==> src/rtl/lock_ctrl_if.sv <==
// Keypad/actuator bundle for lock_ctrl: keypad and relock inputs, lock status outputs.
// The master side drives keys, the slave side (lock_ctrl) drives status.
interface lock_ctrl_if;
  logic [4:0] key_code;
  logic       key_strobe;
  logic       relock;
  logic       unlocked;
  logic       alarm;
  logic [2:0] fail_cnt;
  logic [3:0] digit_cnt;
  logic [2:0] state_o;

  modport master (
    output key_code, key_strobe, relock,
    input  unlocked, alarm, fail_cnt, digit_cnt, state_o
  );

  modport slave (
    input  key_code, key_strobe, relock,
    output unlocked, alarm, fail_cnt, digit_cnt, state_o
  );
endinterface

==> src/rtl/lock_ctrl.sv <==
// Combination-lock sequencer: digit entry, code check, timed unlock and alarm lockout.
// Optional code programming from OPEN is enabled by defining LOCK_PROGRAM_EN.
module lock_ctrl #(
  parameter int                   NDIGITS       = 4,
  parameter logic [4*NDIGITS-1:0] DEFAULT_CODE  = 16'h1234,
  parameter int                   MAX_FAILS     = 3,
  parameter int                   ENTRY_TIMEOUT = 5000,
  parameter int                   OPEN_CYCLES   = 3000,
  parameter int                   ALARM_CYCLES  = 10000
) (
  input  logic        clk,
  input  logic        rst,
  lock_ctrl_if.slave  io_lk
);

  localparam int BW    = 4 * NDIGITS;
  localparam int TMAX0 = (ENTRY_TIMEOUT > OPEN_CYCLES) ? ENTRY_TIMEOUT : OPEN_CYCLES;
  localparam int TMAX  = (TMAX0 > ALARM_CYCLES) ? TMAX0 : ALARM_CYCLES;
  localparam int TW    = $clog2(TMAX + 1);

  localparam logic [2:0] S_LOCKED = 3'd0;
  localparam logic [2:0] S_ENTRY  = 3'd1;
  localparam logic [2:0] S_CHECK  = 3'd2;
  localparam logic [2:0] S_OPEN   = 3'd3;
  localparam logic [2:0] S_PROG   = 3'd4;
  localparam logic [2:0] S_ALARM  = 3'd5;

  localparam logic [4:0] K_ENTER = 5'd10;
  localparam logic [4:0] K_CLEAR = 5'd11;
`ifdef LOCK_PROGRAM_EN
  localparam logic [4:0] K_SET   = 5'd12;
`endif

  function automatic logic [BW-1:0] shift_in(input logic [BW-1:0] b, input logic [3:0] d);
    shift_in = (b << 4) | BW'(d);
  endfunction

  logic [2:0]    r_state;
  logic [2:0]    w_next_state;
  logic          r_strobe_q;
  logic [BW-1:0] r_buf;
  logic [3:0]    r_cnt;
  logic          r_ovf;
  logic [2:0]    r_fail;
  logic [TW-1:0] r_tmr;
  logic [BW-1:0] w_code;

  logic       w_evt, w_digit, w_enter, w_clear, w_expired, w_full, w_match;
  logic [2:0] w_new_fail;

  assign w_evt      = io_lk.key_strobe & ~r_strobe_q;
  assign w_digit    = w_evt & (io_lk.key_code < 5'd10);
  assign w_enter    = w_evt & (io_lk.key_code == K_ENTER);
  assign w_clear    = w_evt & (io_lk.key_code == K_CLEAR);
  assign w_expired  = (r_tmr == {TW{1'b0}});
  assign w_full     = (r_cnt == 4'(NDIGITS));
  assign w_match    = w_full & ~r_ovf & (r_buf == w_code);
  assign w_new_fail = r_fail + 3'd1;

`ifdef LOCK_PROGRAM_EN
  logic w_set;
  logic [BW-1:0] r_code;
  assign w_set  = w_evt & (io_lk.key_code == K_SET);
  assign w_code = r_code;

  // Stored combination, rewritten by a well-formed ENTER in PROG
  always_ff @(posedge clk or negedge rst) begin
    if (!rst) begin
      r_code <= DEFAULT_CODE;
    end else if ((r_state == S_PROG) && !w_expired && w_enter && w_full && !r_ovf) begin
      r_code <= r_buf;
    end
  end
`else
  assign w_code = DEFAULT_CODE;
`endif

  // State register
  always_ff @(posedge clk or negedge rst) begin
    if (!rst) begin
      r_state <= S_LOCKED;
    end else begin
      r_state <= w_next_state;
    end
  end

  // Next-state logic; timer expiry outranks any same-cycle key
  always_comb begin
    w_next_state = r_state;
    case (r_state)
      S_LOCKED: begin
        if (w_digit) w_next_state = S_ENTRY;
        else         w_next_state = S_LOCKED;
      end
      S_ENTRY: begin
        if (w_expired || w_clear) w_next_state = S_LOCKED;
        else if (w_enter)         w_next_state = S_CHECK;
        else                      w_next_state = S_ENTRY;
      end
      S_CHECK: begin
        if (w_match)                          w_next_state = S_OPEN;
        else if (w_new_fail == 3'(MAX_FAILS)) w_next_state = S_ALARM;
        else                                  w_next_state = S_LOCKED;
      end
      S_OPEN: begin
        if (io_lk.relock || w_expired || w_clear) w_next_state = S_LOCKED;
`ifdef LOCK_PROGRAM_EN
        else if (w_set)                           w_next_state = S_PROG;
`endif
        else                                      w_next_state = S_OPEN;
      end
`ifdef LOCK_PROGRAM_EN
      S_PROG: begin
        if (w_expired || w_clear || w_enter) w_next_state = S_OPEN;
        else                                 w_next_state = S_PROG;
      end
`endif
      S_ALARM: begin
        if (w_expired) w_next_state = S_LOCKED;
        else           w_next_state = S_ALARM;
      end
      default: w_next_state = S_LOCKED;
    endcase
  end

  // Datapath: strobe edge detect, shared timer, entry buffer, fail counter
  always_ff @(posedge clk or negedge rst) begin
    if (!rst) begin
      r_strobe_q <= 1'b0;
      r_tmr      <= {TW{1'b0}};
      r_buf      <= {BW{1'b0}};
      r_cnt      <= 4'd0;
      r_ovf      <= 1'b0;
      r_fail     <= 3'd0;
    end else begin
      r_strobe_q <= io_lk.key_strobe;

      // The timer serves as idle, hold or alarm counter depending on the state it is loaded for
      if (w_next_state != r_state) begin
        case (w_next_state)
          S_ENTRY, S_PROG: r_tmr <= TW'(ENTRY_TIMEOUT);
          S_OPEN:          r_tmr <= TW'(OPEN_CYCLES - 1);
          S_ALARM:         r_tmr <= TW'(ALARM_CYCLES - 1);
          default:         r_tmr <= {TW{1'b0}};
        endcase
      end else if (w_evt && ((r_state == S_ENTRY) || (r_state == S_PROG))) begin
        r_tmr <= TW'(ENTRY_TIMEOUT);
      end else if (!w_expired) begin
        r_tmr <= r_tmr - TW'(1);
      end

      case (r_state)
        S_LOCKED: begin
          if (w_digit) begin
            r_buf <= shift_in({BW{1'b0}}, io_lk.key_code[3:0]);
            r_cnt <= 4'd1;
            r_ovf <= 1'b0;
          end
        end
        S_ENTRY, S_PROG: begin
          if (w_next_state == S_CHECK) begin
            r_buf <= r_buf;
          end else if (w_next_state != r_state) begin
            r_buf <= {BW{1'b0}};
            r_cnt <= 4'd0;
            r_ovf <= 1'b0;
          end else if (w_digit) begin
            if (!w_full) begin
              r_buf <= shift_in(r_buf, io_lk.key_code[3:0]);
              r_cnt <= r_cnt + 4'd1;
            end else begin
              r_ovf <= 1'b1;
            end
          end
        end
        default: begin
          r_buf <= {BW{1'b0}};
          r_cnt <= 4'd0;
          r_ovf <= 1'b0;
        end
      endcase

      if (r_state == S_CHECK) begin
        r_fail <= w_match ? 3'd0 : w_new_fail;
      end else if ((r_state == S_ALARM) && (w_next_state == S_LOCKED)) begin
        r_fail <= 3'd0;
      end
    end
  end

  // Output decode from registered state only
  always_comb begin
    io_lk.unlocked  = (r_state == S_OPEN) || (r_state == S_PROG);
    io_lk.alarm     = (r_state == S_ALARM);
    io_lk.fail_cnt  = r_fail;
    io_lk.digit_cnt = r_cnt;
    io_lk.state_o   = r_state;
  end

endmodule
==> src/flat_wrapper.sv <==
// flat-port wrapper written by rule: the top's interface ports become plain ports
module lock_ctrl_flat 
#(
  parameter int                   NDIGITS       = 4,
  parameter logic [4*NDIGITS-1:0] DEFAULT_CODE  = 16'h1234,
  parameter int                   MAX_FAILS     = 3,
  parameter int                   ENTRY_TIMEOUT = 5000,
  parameter int                   OPEN_CYCLES   = 3000,
  parameter int                   ALARM_CYCLES  = 10000
)
  (clk, rst, io_lk_key_code, io_lk_key_strobe, io_lk_relock, io_lk_unlocked, io_lk_alarm, io_lk_fail_cnt, io_lk_digit_cnt, io_lk_state_o);
  lock_ctrl_if io_lk_i ();
  input  logic clk;
  input  logic rst;
  input wire logic [$bits(io_lk_i.key_code)-1:0] io_lk_key_code;
  input wire logic [$bits(io_lk_i.key_strobe)-1:0] io_lk_key_strobe;
  input wire logic [$bits(io_lk_i.relock)-1:0] io_lk_relock;
  output wire logic [$bits(io_lk_i.unlocked)-1:0] io_lk_unlocked;
  output wire logic [$bits(io_lk_i.alarm)-1:0] io_lk_alarm;
  output wire logic [$bits(io_lk_i.fail_cnt)-1:0] io_lk_fail_cnt;
  output wire logic [$bits(io_lk_i.digit_cnt)-1:0] io_lk_digit_cnt;
  output wire logic [$bits(io_lk_i.state_o)-1:0] io_lk_state_o;
  assign io_lk_i.key_code = io_lk_key_code;
  assign io_lk_i.key_strobe = io_lk_key_strobe;
  assign io_lk_i.relock = io_lk_relock;
  assign io_lk_unlocked = io_lk_i.unlocked;
  assign io_lk_alarm = io_lk_i.alarm;
  assign io_lk_fail_cnt = io_lk_i.fail_cnt;
  assign io_lk_digit_cnt = io_lk_i.digit_cnt;
  assign io_lk_state_o = io_lk_i.state_o;
  lock_ctrl #(.NDIGITS(NDIGITS), .DEFAULT_CODE(DEFAULT_CODE), .MAX_FAILS(MAX_FAILS), .ENTRY_TIMEOUT(ENTRY_TIMEOUT), .OPEN_CYCLES(OPEN_CYCLES), .ALARM_CYCLES(ALARM_CYCLES)) u_core (.clk(clk), .rst(rst), .io_lk(io_lk_i));
endmodule
==> config.mk <==
export PLATFORM = sky130hd
export DESIGN_NAME = lock_ctrl_flat
export DESIGN_NICKNAME = d
export VERILOG_FILES = /design/src/rtl/lock_ctrl_if.sv /design/src/rtl/lock_ctrl.sv /design/src/flat_wrapper.sv
export SDC_FILE = /design/constraint.sdc
export NUM_CORES = 1
export LEC_CHECK = 0
export ABC_CLOCK_PERIOD_IN_PS = 8950
export BUFFER_PORTS_ARGS = -buffer_cell sky130_fd_sc_hd__buf_4
export CAP_MARGIN = 20
export CORE_MARGIN = 5
export CORE_UTILIZATION = 64
export CTS_CLUSTER_SIZE = 8
export DETAILED_ROUTE_END_ITERATION = 10
export GPL_ROUTABILITY_DRIVEN = 0
export HOLD_SLACK_MARGIN = 0.02
export PLACE_DENSITY = 0.85
export SYNTH_ARGS = -nofsm -noshare
export SYNTH_HDL_FRONTEND = slang
export SYNTH_SLANG_ARGS = --single-unit
==> constraint.sdc <==
create_clock -name clk -period 8.95 [get_ports clk]
set_input_delay 0.895 -clock clk [delete_from_list [all_inputs] [get_ports clk]]
set_output_delay 0.895 -clock clk [all_outputs]
set_load 0.02 [all_outputs]
-- Yosys cells after proc, flatten, opt, wreduce, memory -nomap -nowiden
Cells that the tools add are included.
- $add $sub $neg: 3
- order comparisons: 1
- eq/ne operators: 22
- multiplexer cells: 33
- bitwise gates (word level): 9
- reduce and logical (&&, ||, !) cells: 15
- operators by type and width (cell ; number):
    $mux 16 ; 5
    $mux 14 ; 3
    $pmux 14 s3 ; 1
    $pmux 16 s2 ; 1
    $mux 3 ; 7
    $mux 4 ; 5
    $eq 16x13->1 const B ; 1
    $or 16x4->16 ; 1
    $eq 3x2->1 const B ; 5
    $pmux 3 s5 ; 1
    $logic_not 14->1 ; 1
    $sub 14x1->14 const B ; 1
    $eq 3x3->1 const B ; 4
    $eq 5x4->1 const B ; 2
    $pmux 4 s2 ; 1
    $reduce_and 4->1 ; 2
    $and 1x1->1 ; 6
    $eq 3x1->1 const B ; 2
    $logic_not 3->1 ; 2
    $mux 1 ; 6
    $ne 3x1->1 const B ; 2
    $ne 3x3->1 const B ; 2
    $logic_or 1x1->1 ; 5
    $lt 5x4->1 const B ; 1
    12 further kinds ; 16
- flip-flop bits (word level): 42
- input bits: 9
- logic and storage cells: 90

-- Depth between registers and ports, before layout
- depth after elaboration: 10
- mapped depth: 11
- depth with buffers taken out: 9

-- Worst setup path after synthesis
No wires, ideal clock.
- path type: input -> register
- start point: input port io_lk_key_code[0]
- end point: register u_core.r_tmr[0]
- data arrival time: 2.786 ns
- data required time: 8.803 ns
- path slack: 6.017 ns
- cell stages on the path: 7
- cell sequence: or4b_2 o22a_1 nor4_1 nor3b_2 or3_4 nor2_8 a22oi_1
- cells in the longest elaborated chain, start to end: 9
- RTL lines (element ; RTL line ; RTL):
    start: declaration ; flat_wrapper.sv:15 ; input wire logic [$bits(io_lk_i.key_code)-1:0] io_lk_key_code;
    parallel branches: the longest is 4 deep, another holds $lt 5x4->1 ; - ;
    $pmux 3 s5 (*) ; lock_ctrl.sv:90 ; case (r_state)
    $eq 3x1->1 or $eq 3x3->1 (tied branches) ; lock_ctrl.sv:140 ; case (w_next_state)
    $reduce_or 2->1 ; lock_ctrl.sv:140 ;
    $pmux 14 s3 ; lock_ctrl.sv:140 ;
    $mux 14 ; lock_ctrl.sv:139 ; if (w_next_state != r_state) begin
    end signal: assignment ; lock_ctrl.sv:141 ; S_ENTRY, S_PROG: r_tmr <= TW'(ENTRY_TIMEOUT);
    end signal: assignment ; lock_ctrl.sv:142 ; S_OPEN: r_tmr <= TW'(OPEN_CYCLES - 1);
    end signal: assignment ; lock_ctrl.sv:143 ; S_ALARM: r_tmr <= TW'(ALARM_CYCLES - 1);
    end: declaration ; lock_ctrl.sv:45 ; logic [TW-1:0] r_tmr;
Every way passes the cells marked *.
A chain may end at the register's enable or synchronous reset.

-- Worst setup path in the final report
- start point: register u_core.r_tmr[0]
- end point: register u_core.r_tmr[1]
- cells in the longest elaborated chain, start to end: 9
- RTL lines (element ; RTL line ; RTL):
    start signal: assignment ; lock_ctrl.sv:130 ; r_tmr <= {TW{1'b0}};
    start signal: assignment ; lock_ctrl.sv:141 ;
    start signal: assignment ; lock_ctrl.sv:142 ;
    $logic_not 14->1 ; lock_ctrl.sv:55 ; assign w_expired = (r_tmr == {TW{1'b0}});
    $logic_or 1x1->1 (2 in series) ; lock_ctrl.sv:106 ; if (io_lk.relock || w_expired || w_clear) w_next_state = S_LOCKED;
    $mux 2 ; lock_ctrl.sv:106 ;
    $pmux 3 s5 ; lock_ctrl.sv:90 ;
    $eq 3x1->1 or $eq 3x3->1 (tied branches) ; lock_ctrl.sv:140 ;
    $reduce_or 2->1 ; lock_ctrl.sv:140 ;
    $pmux 14 s3 ; lock_ctrl.sv:140 ;
    $mux 14 ; lock_ctrl.sv:139 ;
Several ways; a longest one is shown, not always the timed one. The select of a mux whose other input is x is not followed.

==> metrics.md <==
| Metric | Value |
|---|---|
| Post-Syn Nets | `approximately 280` |
| IO Pins | `21` |
| Xor/xnor share of the synthesized area | `3.290%` |
| Clock period minus worst slack | `3.141 ns` |
| Longest Clk Path Bufs | `2` |
| Post-synthesis sequential area ratio | `43.86%` |
| Yosys Warn Count | `0` |
| Peak VDD IR | `a little over 0.2 mV` |
| Largest family of logic cells by synthesized area | `simple AND/OR/NAND/NOR gates` |
| Gr busiest metal | `met2` |
| M2 GR Usage | `34.90%` |
| CTS root buf | `clkbuf_8` |
| Relative slew slack | `about two fifths` |
| # diodes | `0` |
| CP Class | `flop to flop` |
| Post-Syn Area | `2396 sq um` |
| Post-CTS Setup Bufs | `0` |
| # resized after CTS | `0` |
| Delay of the slowest cell on the worst path | `between 0.6 and 0.7 ns` |
| CP Max Fanout | `8` |
| Iteration-0 DRC Markers | `around 180` |
| Yosys top cell area share | `43.86%` |
| Clk_lat worst skew | `0.29 ns` |
| Post-route setup TNS | `0 ns` |
| Drt first pass iters | `4` |
| Routed vias | `2039` |
| Worst hold path type | `flop to flop` |
| Async S/R FF share, synth | `100.0%` |
| Synth area leader | `dfrtp_1` |
| Total GRT Usage | `between 20% and 30%` |
| Synthesis-to-finish area growth | `14.41%` |
| Clk sinks | `42` |
| TritonCTS Buffers | `5` |
| Period utilisation layout | `a little over a third` |
| Drt total wl | `5264 um` |
| Achievable frequency | `~320 MHz` |
| Internal | `520.1 uW` |
| Worst R2R Setup Slack | `roughly 5.8 ns` |
| Crit path launch | `u_core.r_tmr[0]` |
| Core Box Area | `approximately 3600 sq um` |
| Avg Synthesized Cell Area | `8.974 sq um` |
| First-pass GRT wire length | `between 9000 and 10000 um` |
| TritonCTS clock tree | `built` |
| Sequential share of power | `about 38%` |
| Slew of the pin with the lowest slew margin | `0.8650 ns` |
| Most common cell in the synthesized netlist | `nand2_1` |
| Post-synth top cells | `nand2_1 (54), dfrtp_1 (42), o21ai_0 (27)` |
| Post-synthesis mux area share | `less than 1%` |
| Min-delay src | `u_core.r_buf[15]` |
| GRT met3 Usage | `under 10%` |
| Clock Pin Slew Worst Setup and Hold Paths | `about 0.080 ns` |
| Post-synth EDFFs | `0` |
| Pin count of the biggest net entering global routing | `43` |
| Hold Fails Final Rpt | `0` |
| Switching part of the total | `roughly two fifths` |
| Antenna violations before repair | `0` |
| Simple-Gate Fraction of Synth Area | `between 20% and 30%` |
| Top_reg_cell synth | `dfrtp_1` |
| Post-synthesis cell type count | `between 50 and 60` |
| Hold WS | `slightly below 0.5 ns` |
| Starting Density | `about two thirds` |
| PwrDens | `around 310 nW/um^2` |
| Number of max-cap violations | `0` |
| Final net count | `302` |
| Startpoint types | `flop` |
| Drt via density | `a little over 6` |
| Comb power frac | `40.4%` |
| Req. time, crit path | `between 9 and 10 ns` |
| Synth top area cells | `dfrtp_1 (44%), nand2_1 (8.5%), o21ai_0 (5.6%), a21oi_1 (3.3%), nor2_1 (3.0%)` |
| RSZ-0062 raised after global routing | `false` |
| Layout cell share with drive strength beyond 1 | `16.61%` |
| Clock Skew | `roughly 0.0044 ns` |
| Slowest-stage cell, CP | `or4b_1` |
| Port-buffer cells | `20` |
| Routed Antenna Nets | `0` |
| Compound-Gate Fraction of Synth Area | `18.22%` |
| Setup crit end kind | `flop` |
| DRC | `0` |
| Die Wd | `approximately 70 um` |
| Final setup vio count | `0` |
| Max-slew violations | `0` |
| Static Leakage | `between 1 and 1.5 nW` |
| Clk pwr share | `a little over a fifth` |
| Dpl hpwl | `3604 um` |
| Synth Register Bits | `42` |
| WL/cell | `approximately 16 um` |
| Cells after synthesis | `267` |
| GRT met1 Usage | `approximately a third` |
| Die area | `5067 sq um` |
| Vias in the first global route | `1975` |
| NetSw | `~330 uW` |
| GRT overflow | `0` |
| CTS H-tree depth | `2` |
| Row count | `22` |
| Status | `finished, final reports clean` |
| Adder-Cell Fraction of Synth Area | `between 2 and 3%` |
| Hold_buf cts | `0` |
| Crit Reg-Reg Startpoint | `u_core.r_tmr[0]` |
| CP cell instances | `inv_1, ha_1, or4b_1, o41ai_4, o31ai_1, nor3b_2, or3_4, nor2_8, a22oi_1` |
| Die height | `~70 um` |
| Worst Path Arrival | `around 3.3 ns` |
## power groups by stage
stage	sequential, mW	combinational [mW]	clock, mW
2_1_floorplan	0.317	0.255	0
3_3_place_gp	0.320	0.326	0
3_5_place_dp	0.324	0.331	0
4_1_cts	0.321	0.335	0.186
5_1_grt	0.333	0.392	0.195
6_report	0.322	0.343	0.184
## sequential cells by signal, summed over array words and instances, names as in the netlist
name	flops
u_core.io_lk.fail_cnt	3
u_core.r_buf	16
u_core.r_strobe_q	1
u_core.r_ovf	1
u_core.io_lk.state_o	3
u_core.io_lk.digit_cnt	4
u_core.r_tmr	14
## worst max-delay path: cells and delay by family, from the launching register on
kind / cells / cell delay (ns)
AND/OR/NAND/NOR: 4 / 1.46
buffers and inverters: 1 / 0.11
AO/OA/AOI/OAI: 3 / 0.82
flip-flops: 1 / 0.39
adder cells (fa/ha/maj): 1 / 0.21
## layout by cell type (no fill, tap or decap), types with 3 or more instances in the layout
| master | instances |
|---|---|
| ha_1 | 5 |
| a21oi_1 | 16 |
| nand2b_1 | 4 |
| or3_1 | 4 |
| nor2_1 | 19 |
| nor3b_1 | 4 |
| o21ai_0 | 27 |
| or2_2 | 3 |
| dfrtp_1 | 42 |
| clkbuf_8 | 6 |
| inv_1 | 6 |
| xnor2_1 | 5 |
| nor4b_1 | 3 |
| xor2_1 | 4 |
| and3b_1 | 3 |
| nand2_1 | 54 |
| nand3_1 | 3 |
| buf_4 | 22 |
| nor3_1 | 7 |
| nor4_1 | 5 |
## cell type report
type / count / area [sq um]
Clock buffer: 6 / 82.58
Clock inverter: 2 / 60.06
Fill cell: 278 / 892.1
Inverter: 6 / 22.52
Multi-Input combinational cell: 209 / 1280
Sequential cell: 42 / 1051
Tap cell: 48 / 60.06
Timing Repair Buffer: 24 / 185.2
## worst paths after layout
path | end | depth (start not counted)
hold / removal | u_core.r_buf[15] | 2
setup reg to reg | u_core.r_tmr[1] | 9
max in group asynchronous | u_core.io_lk.state_o[2] | 1
setup / recovery | u_core.r_tmr[1] | 9
hold reg to reg | u_core.r_buf[15] | 2
min in group asynchronous | u_core.io_lk.digit_cnt[0] | 1
## through the flow
step                setup slack, ns  std cells  util, %  area (sq um)  power, mW
floorplan                     6.017        267        -          2396     0.5724
global placement              5.541        327    70.97          2579     0.6457
detailed placement            5.461        327    70.97          2579     0.6546
CTS                           5.458        335    74.90          2721     0.8412
global route                  5.564        337    75.45          2741     0.9197
finish                        5.809        337    75.45          2741     0.8490
## kinds of logic (layout without fill, tap and decap cells)
kind of cell | Yosys count | count (layout)
and+or+nand+nor | 128 | 128
AOI/OAI and AO/OA | 65 | 65
DFF | 42 | 42
buffers and inverters | 16 | 38
xor gates and xnor gates | 9 | 9
adders and majority gates | 5 | 5
muxes | 2 | 2
## layer usage
metal | vias up | share of wire, %
met2 | 45 | 48
met4 | 0 | 1.3
met1 | 989 | 47
li1 | 996 | -
met3 | 9 | 3.6
met5 | - | 0
Power figures use the tool's default switching activity.
